$ cat src/rtl/serial_paralelo_lane.sv
`default_nettype none
// ============================================================================
// Module      : serial_paralelo_lane
// Description : Per-lane serial-to-parallel converter. Locks byte framing on a
//               run of COM symbols and packs the bytes that follow into
//               32-bit words. All-COM (idle) words are dropped.
// Revision    : 1.0 - initial release
// ============================================================================
module serial_paralelo_lane #(
    parameter logic [7:0] COM       = 8'hBC,
    parameter int         ALIGN_CNT = 4
) (
    input  logic        clk,
    input  logic        reset,
    input  logic        data_in,
    output logic [31:0] data_out,
    output logic        valid_out,
    output logic        active
);

    localparam logic [3:0]  c_align_cnt = 4'(ALIGN_CNT);
    localparam logic [31:0] c_idle_word = {4{COM}};

    typedef enum logic [1:0] {
        ST_UNALIGNED = 2'd0,
        ST_ALIGNING  = 2'd1,
        ST_ACTIVE    = 2'd2
    } state_t;

    state_t      r_state, w_state;
    logic [7:0]  r_sr;
    logic [2:0]  r_bcnt, w_bcnt;
    logic [1:0]  r_wcnt, w_wcnt;
    logic [3:0]  r_ccnt, w_ccnt;
    logic [23:0] r_word, w_word;
    logic [31:0] w_data;
    logic        w_valid;
    logic        w_active;

    logic [7:0]  w_nxt;
    logic [31:0] w_full;

    assign w_nxt  = {r_sr[6:0], data_in};
    // Only the first three bytes need storage; the fourth is still in flight.
    assign w_full = {r_word, w_nxt};

    always_ff @(posedge clk or posedge reset) begin
        if (reset) begin
            r_state   <= ST_UNALIGNED;
            r_sr      <= 8'd0;
            r_bcnt    <= 3'd0;
            r_wcnt    <= 2'd0;
            r_ccnt    <= 4'd0;
            r_word    <= 24'd0;
            data_out  <= 32'd0;
            valid_out <= 1'b0;
            active    <= 1'b0;
        end else begin
            r_state   <= w_state;
            r_sr      <= w_nxt;
            r_bcnt    <= w_bcnt;
            r_wcnt    <= w_wcnt;
            r_ccnt    <= w_ccnt;
            r_word    <= w_word;
            data_out  <= w_data;
            valid_out <= w_valid;
            active    <= w_active;
        end
    end

    always_comb begin
        w_state  = r_state;
        w_bcnt   = r_bcnt;
        w_wcnt   = r_wcnt;
        w_ccnt   = r_ccnt;
        w_word   = r_word;
        w_data   = data_out;
        w_valid  = 1'b0;
        w_active = active;

        case (r_state)
            ST_UNALIGNED: begin
                // Sliding search: any bit position may start a COM run.
                if (w_nxt == COM) begin
                    w_bcnt  = 3'd0;
                    w_ccnt  = 4'd1;
                    w_state = ST_ALIGNING;
                end
            end
            ST_ALIGNING: begin
                w_bcnt = r_bcnt + 3'd1;
                if (r_bcnt == 3'd7) begin
                    if (w_nxt == COM) begin
                        w_ccnt = r_ccnt + 4'd1;
                        if (r_ccnt + 4'd1 == c_align_cnt) begin
                            w_state  = ST_ACTIVE;
                            w_wcnt   = 2'd0;
                            w_active = 1'b1;
                        end
                    end else begin
                        w_state = ST_UNALIGNED;
                        w_ccnt  = 4'd0;
                    end
                end
            end
            ST_ACTIVE: begin
                w_bcnt = r_bcnt + 3'd1;
                if (r_bcnt == 3'd7) begin
                    w_wcnt = r_wcnt + 2'd1;
                    case (r_wcnt)
                        2'd0: w_word[23:16] = w_nxt;
                        2'd1: w_word[15:8]  = w_nxt;
                        2'd2: w_word[7:0]   = w_nxt;
                        default: begin
                            if (w_full != c_idle_word) begin
                                w_data  = w_full;
                                w_valid = 1'b1;
                            end
                        end
                    endcase
                end
            end
            default: w_state = ST_UNALIGNED;
        endcase
    end

endmodule
`default_nettype wire

$ cat config.mk
export PLATFORM = sky130hd
export DESIGN_NAME = serial_paralelo_lane
export DESIGN_NICKNAME = d
export VERILOG_FILES = /design/src/rtl/serial_paralelo_lane.sv
export SDC_FILE = /design/constraint.sdc
export NUM_CORES = 1
export LEC_CHECK = 0
export CORE_ASPECT_RATIO = 1.25
export CORE_MARGIN = 1.5
export CORE_UTILIZATION = 58
export DETAILED_ROUTE_END_ITERATION = 12
export DONT_BUFFER_PORTS = 1
export PLACE_DENSITY = 0.76
export SETUP_SLACK_MARGIN = 0.15
export SKIP_CTS_REPAIR_TIMING = 1
export SYNTH_ARGS = -nofsm -noshare
export SYNTH_HDL_FRONTEND = slang
export SYNTH_SLANG_ARGS = --single-unit
$ cat constraint.sdc
create_clock -name clk -period 3.1 [get_ports clk]
set_input_delay 0.775 -clock clk [delete_from_list [all_inputs] [get_ports clk]]
set_output_delay 0.775 -clock clk [all_outputs]
set_load 0.05 [all_outputs]
# Word-level counts from Yosys, hierarchy flattened
# Index checks and enable logic that the tools add are counted.
# word_totals
reg_bits	76
latchBits	0
ramBits	0
mem_bits_ro	0
input_bits	3
out_inout_bits	34
elab_cells	66
memories	0
# op_classes
add_sub_neg	3
multipliers	0
div_mod_pow	0
magnitude_cmp	0
eq_ne	14
n_shift	0
mux	20
n_bitwise	2
n_reduce_logical	16
# op_table
operator	count
32-bit inequality test (second input constant)	1
2-bit 2-to-1 mux	8
4-bit 2-to-1 mux	3
3-bit AND reduction	4
4-bit AND reduction	3
2-bit inequality test (second input constant)	5
8-bit == test (second input constant)	1
4-bit case mux with 2 select lines	1
2-bit case mux with 3 select lines	1
3-bit case mux with 2 select lines	1
2-bit nonzero test	3
5-bit AND reduction	1
4-bit by 1-bit adder with 4-bit output (second input constant)	1
2-bit by 1-bit == test with 1-bit output (second input constant)	2
2-bit == test (second input constant)	2
4-bit by 3-bit == test with 1-bit output (second input constant)	1
2-bit logical NOT	2
1-bit 2-to-1 mux	4
2-bit case mux with 2 select lines	1
3-bit by 1-bit adder with 3-bit output (second input constant)	1
3-bit == test (second input constant)	1
3-bit 2-to-1 mux	1
3-bit inequality test (second input constant)	1
3-bit OR reduction	1
other kinds (4)	5

# Logic depth before layout (Yosys ltp)
# logic_depth
depth_word	6
depth_mapped	8
mapped_depth_nobuf	7

# Least setup slack after synthesis
# Ideal clock, no wire load.
# synth_path
kind	register -> register
start	register r_word[1]
end	register data_out[0]
setup_ps	125
arrival_ps	1887
t_required_ps	2975
setup_slack_ps	1088
path_stages_with_launch	6
n_path_buf	1
period_less_slack_ps	2012
path_cell_list	dfrtp_1 -> or4b_1 -> nor4_4 -> a31oi_4 -> buf_6 -> mux2_4
# synth_via
elab_chain_cells	2
# synth_lines
item	line	text
start: declaration	35	logic [23:0] r_word, w_word;
start signal: assignment	64	r_word <= w_word;
32-bit inequality test	115	if (w_full != c_idle_word) begin
4-bit AND reduction (no source line)	n/a	
end signal: assignment	65	data_out <= w_data;
end: declaration	16	output logic [31:0] data_out,
# No other way between the ends.
# A chain may end at the register's enable or synchronous reset.

# Worst setup path after layout
# layout_path
start	register r_word[1]
end	register data_out[4]
# Same word-level chain as after synthesis.

==> reports/metrics.cfg <==
[run_status]
outcome = complete, no violations

[floorplan]
die_w_um = 71.2
rows = 30
die-area_um2 = 6290
dieHeight_um = 88.3
ios = 37
core_area_um2 = 5520
start_util_pct = 61.2

[cells_and_area]
num-nets-final = 263
final_common_cell = dfrtp_1
n_fill_cell = 391
n_antenna_cell = 0
areaGrowthSynthToFinish_pct = 8.64
final_cell_mix = 76 x dfrtp_1, 29 x mux2_4, 27 x mux2_2, 13 x nand2_1, 12 x ha_1
layout-drive-gt1-share_pct = 32.0
seqCellArea_um2 = 1900
multi_input_area_um2 = 1380

[synthesis]
syn-num-nets = 256
syn_inst = 241
async_flop_share_pct = 100
synth_area_per_cell_um2 = 14.0
synth_area_leaders = dfrtp_1 56%, mux2_4 13%, mux2_2 9.0%
synth-edff-count = 0
ys_ff_latch = 76
ys_types = 36
mappedNetlistArea_um2 = 3380
yosysWarnings = 0
synth_top_area_share_pct = 56.3
synth_top_area_cell = dfrtp_1
ys.flop_type = dfrtp_1
ys_seq_area_share_pct = 56.3

[clock_tree]
clock_latency_ns = 0.35
root_buffer = clkbuf_8
cts_htree_levels = 3
clock-sinks = 76
cts_tree = done
clockBufferDepth = 2
clk_pin_slew_ns = 0.08
numCtsBuffers = 9

[detailed_routing]
first_pass_iters = 4
routed_via_density = 5.97
antenna_left = 0
vias = 1892
drc = 0
wl_per_cell_um = 18.8
drt_iter0_markers = 112
totalWireLength_mm = 5.97

[critical_path]
crit_required_ns = 3.33
start_kind = flop
path_max_fanout = 25
end_kind = flop
cp.arrival_ns = 2.53
rrSetupSlack_ns = 0.80
crit_type = reg2reg

[sta]
finalClockSkew_ns = 0.00925
setup_viol = 0
finalMaxSlewViolations = 0
worst_slew_pin_slew_ns = 0.807
fmax_mhz = 434
finalCritPeriodShare_pct = 74.3
rsz0062_at_grt = no
period_needed_ns = 2.30
slew_headroom_pct = 46.1
final_hold_viol_count = 0
finalSetupTns_ns = 0

[power]
p_leak_nw = 1.79
power.total_w = 0.00186
peakVddDrop_v = 0.000382
powerDensity_nw_per_um2 = 508

[global_route]
grt-ovfl-total = 0
use_met2_pct = 33.4
grt.met1_usage_pct = 26.5
globalRouteMet3Util_pct = 6.26
track_usage_pct = 20.5
grt_pass1_wl_mm = 9.76
top_usage_layer = met2
antenna_found_initial = 0
grt_max_degree = 40
grt_pass1_vias = 1879

[job]
cap_violations = 0

[placement]
place_hpwl_mm = 4.03
port_buffers = 0
routabilityCongestion = 0.819

[hold_path]
hp-class = in2async

-- flip-flops by register name, indices dropped and copies added (netlist names) --
register / cells
r_sr: 7
r_state: 2
r_word: 24
r_bcnt: 3
valid_out: 1
r_wcnt: 2
r_ccnt: 4
active: 1
data_out: 32
-- layer usage --
| metal | vias to the layer above | routed length (um) |
|---|---|---|
| li1 | 877 | - |
| met1 | 976 | 2720 |
| met2 | 34 | 3020 |
| met3 | 5 | 179 |
| met4 | 0 | 59 |
| met5 | - | 0 |
-- power by group --
| part | leakage (nW) | switching [W] | internal, W | total [W] |
|---|---|---|---|---|
| registers | 1.02 | 0.0000185 | 0.00100 | 0.00102 |
| logic | 0.670 | 0.0000485 | 0.0000206 | 0.0000691 |
| clock network | 0.0995 | 0.000373 | 0.000401 | 0.000774 |
| total | 1.79 | 0.000440 | 0.00142 | 0.00186 |
-- cell usage after synthesis (2+ instances only) --
library cell	number
o21ai_0	8
nand3_1	5
ha_1	12
or2_2	2
nor2b_1	3
nor2_1	7
dfrtp_1	76
mux2_4	29
inv_1	11
buf_6	3
nand2_1	13
nand4_1	4
clkbuf_1	5
o32ai_1	2
and2_1	2
or4b_1	2
nand4b_1	4
mux2_2	27
a21oi_1	8
a31oi_1	2
-- final timing paths --
check,depth (start not counted),from,end
hold reg to reg,1,r_bcnt[0],r_bcnt[0]
hold / removal,1,reset,data_out[18]
setup / recovery,5,r_word[1],data_out[4]
min in group clk,0,data_in,r_sr[0]
max in group asynchronous,2,reset,r_sr[4]
setup reg to reg,5,r_word[1],data_out[4]
-- final cells by class --
class                           count  share of cell area [%]
Sequential cell                    76                    51.9
Multi-Input combinational cell    145                    37.5
Clock buffer                       10                    3.75
Tap cell                           64                    2.18
Clock inverter                      6                    1.94
Timing Repair Buffer                4                    1.50
Inverter                           12                    1.23
-- critical path, cell delays in order (launching register included) --
cell     delay, ns
dfrtp_1       0.41
or4b_1        0.59
nor4_4        0.36
a31oi_4       0.25
buf_12        0.25
mux2_4        0.31
-- cells by family after synthesis --
group,share of synthesized area [%]
buffers and inverters,2.89
AND/OR/NAND/NOR,8.27
flip-flops,56.3
multiplexers,22.2
adder cells (fa/ha/maj),4.45
AO/OA/AOI/OAI,5.86
-- per-stage QoR --
stage | std cells | worst slack [ns] | cell area, um^2 | hold WS [ns] | util, %
4_1_cts | 317 | 0.803 | 3670 | 0.443 | 66.5
3_5_place_dp | 301 | 0.848 | 3460 | 0.476 | 62.7
5_1_grt | 317 | 0.718 | 3670 | 0.439 | 66.5
6_report | 317 | 0.797 | 3670 | 0.459 | 66.5
2_1_floorplan | 241 | 0.387 | 3380 | 0.414 | -
3_3_place_gp | 301 | 0.881 | 3460 | 0.467 | 62.7
No activity file was read; power rests on OpenSTA's default activity.
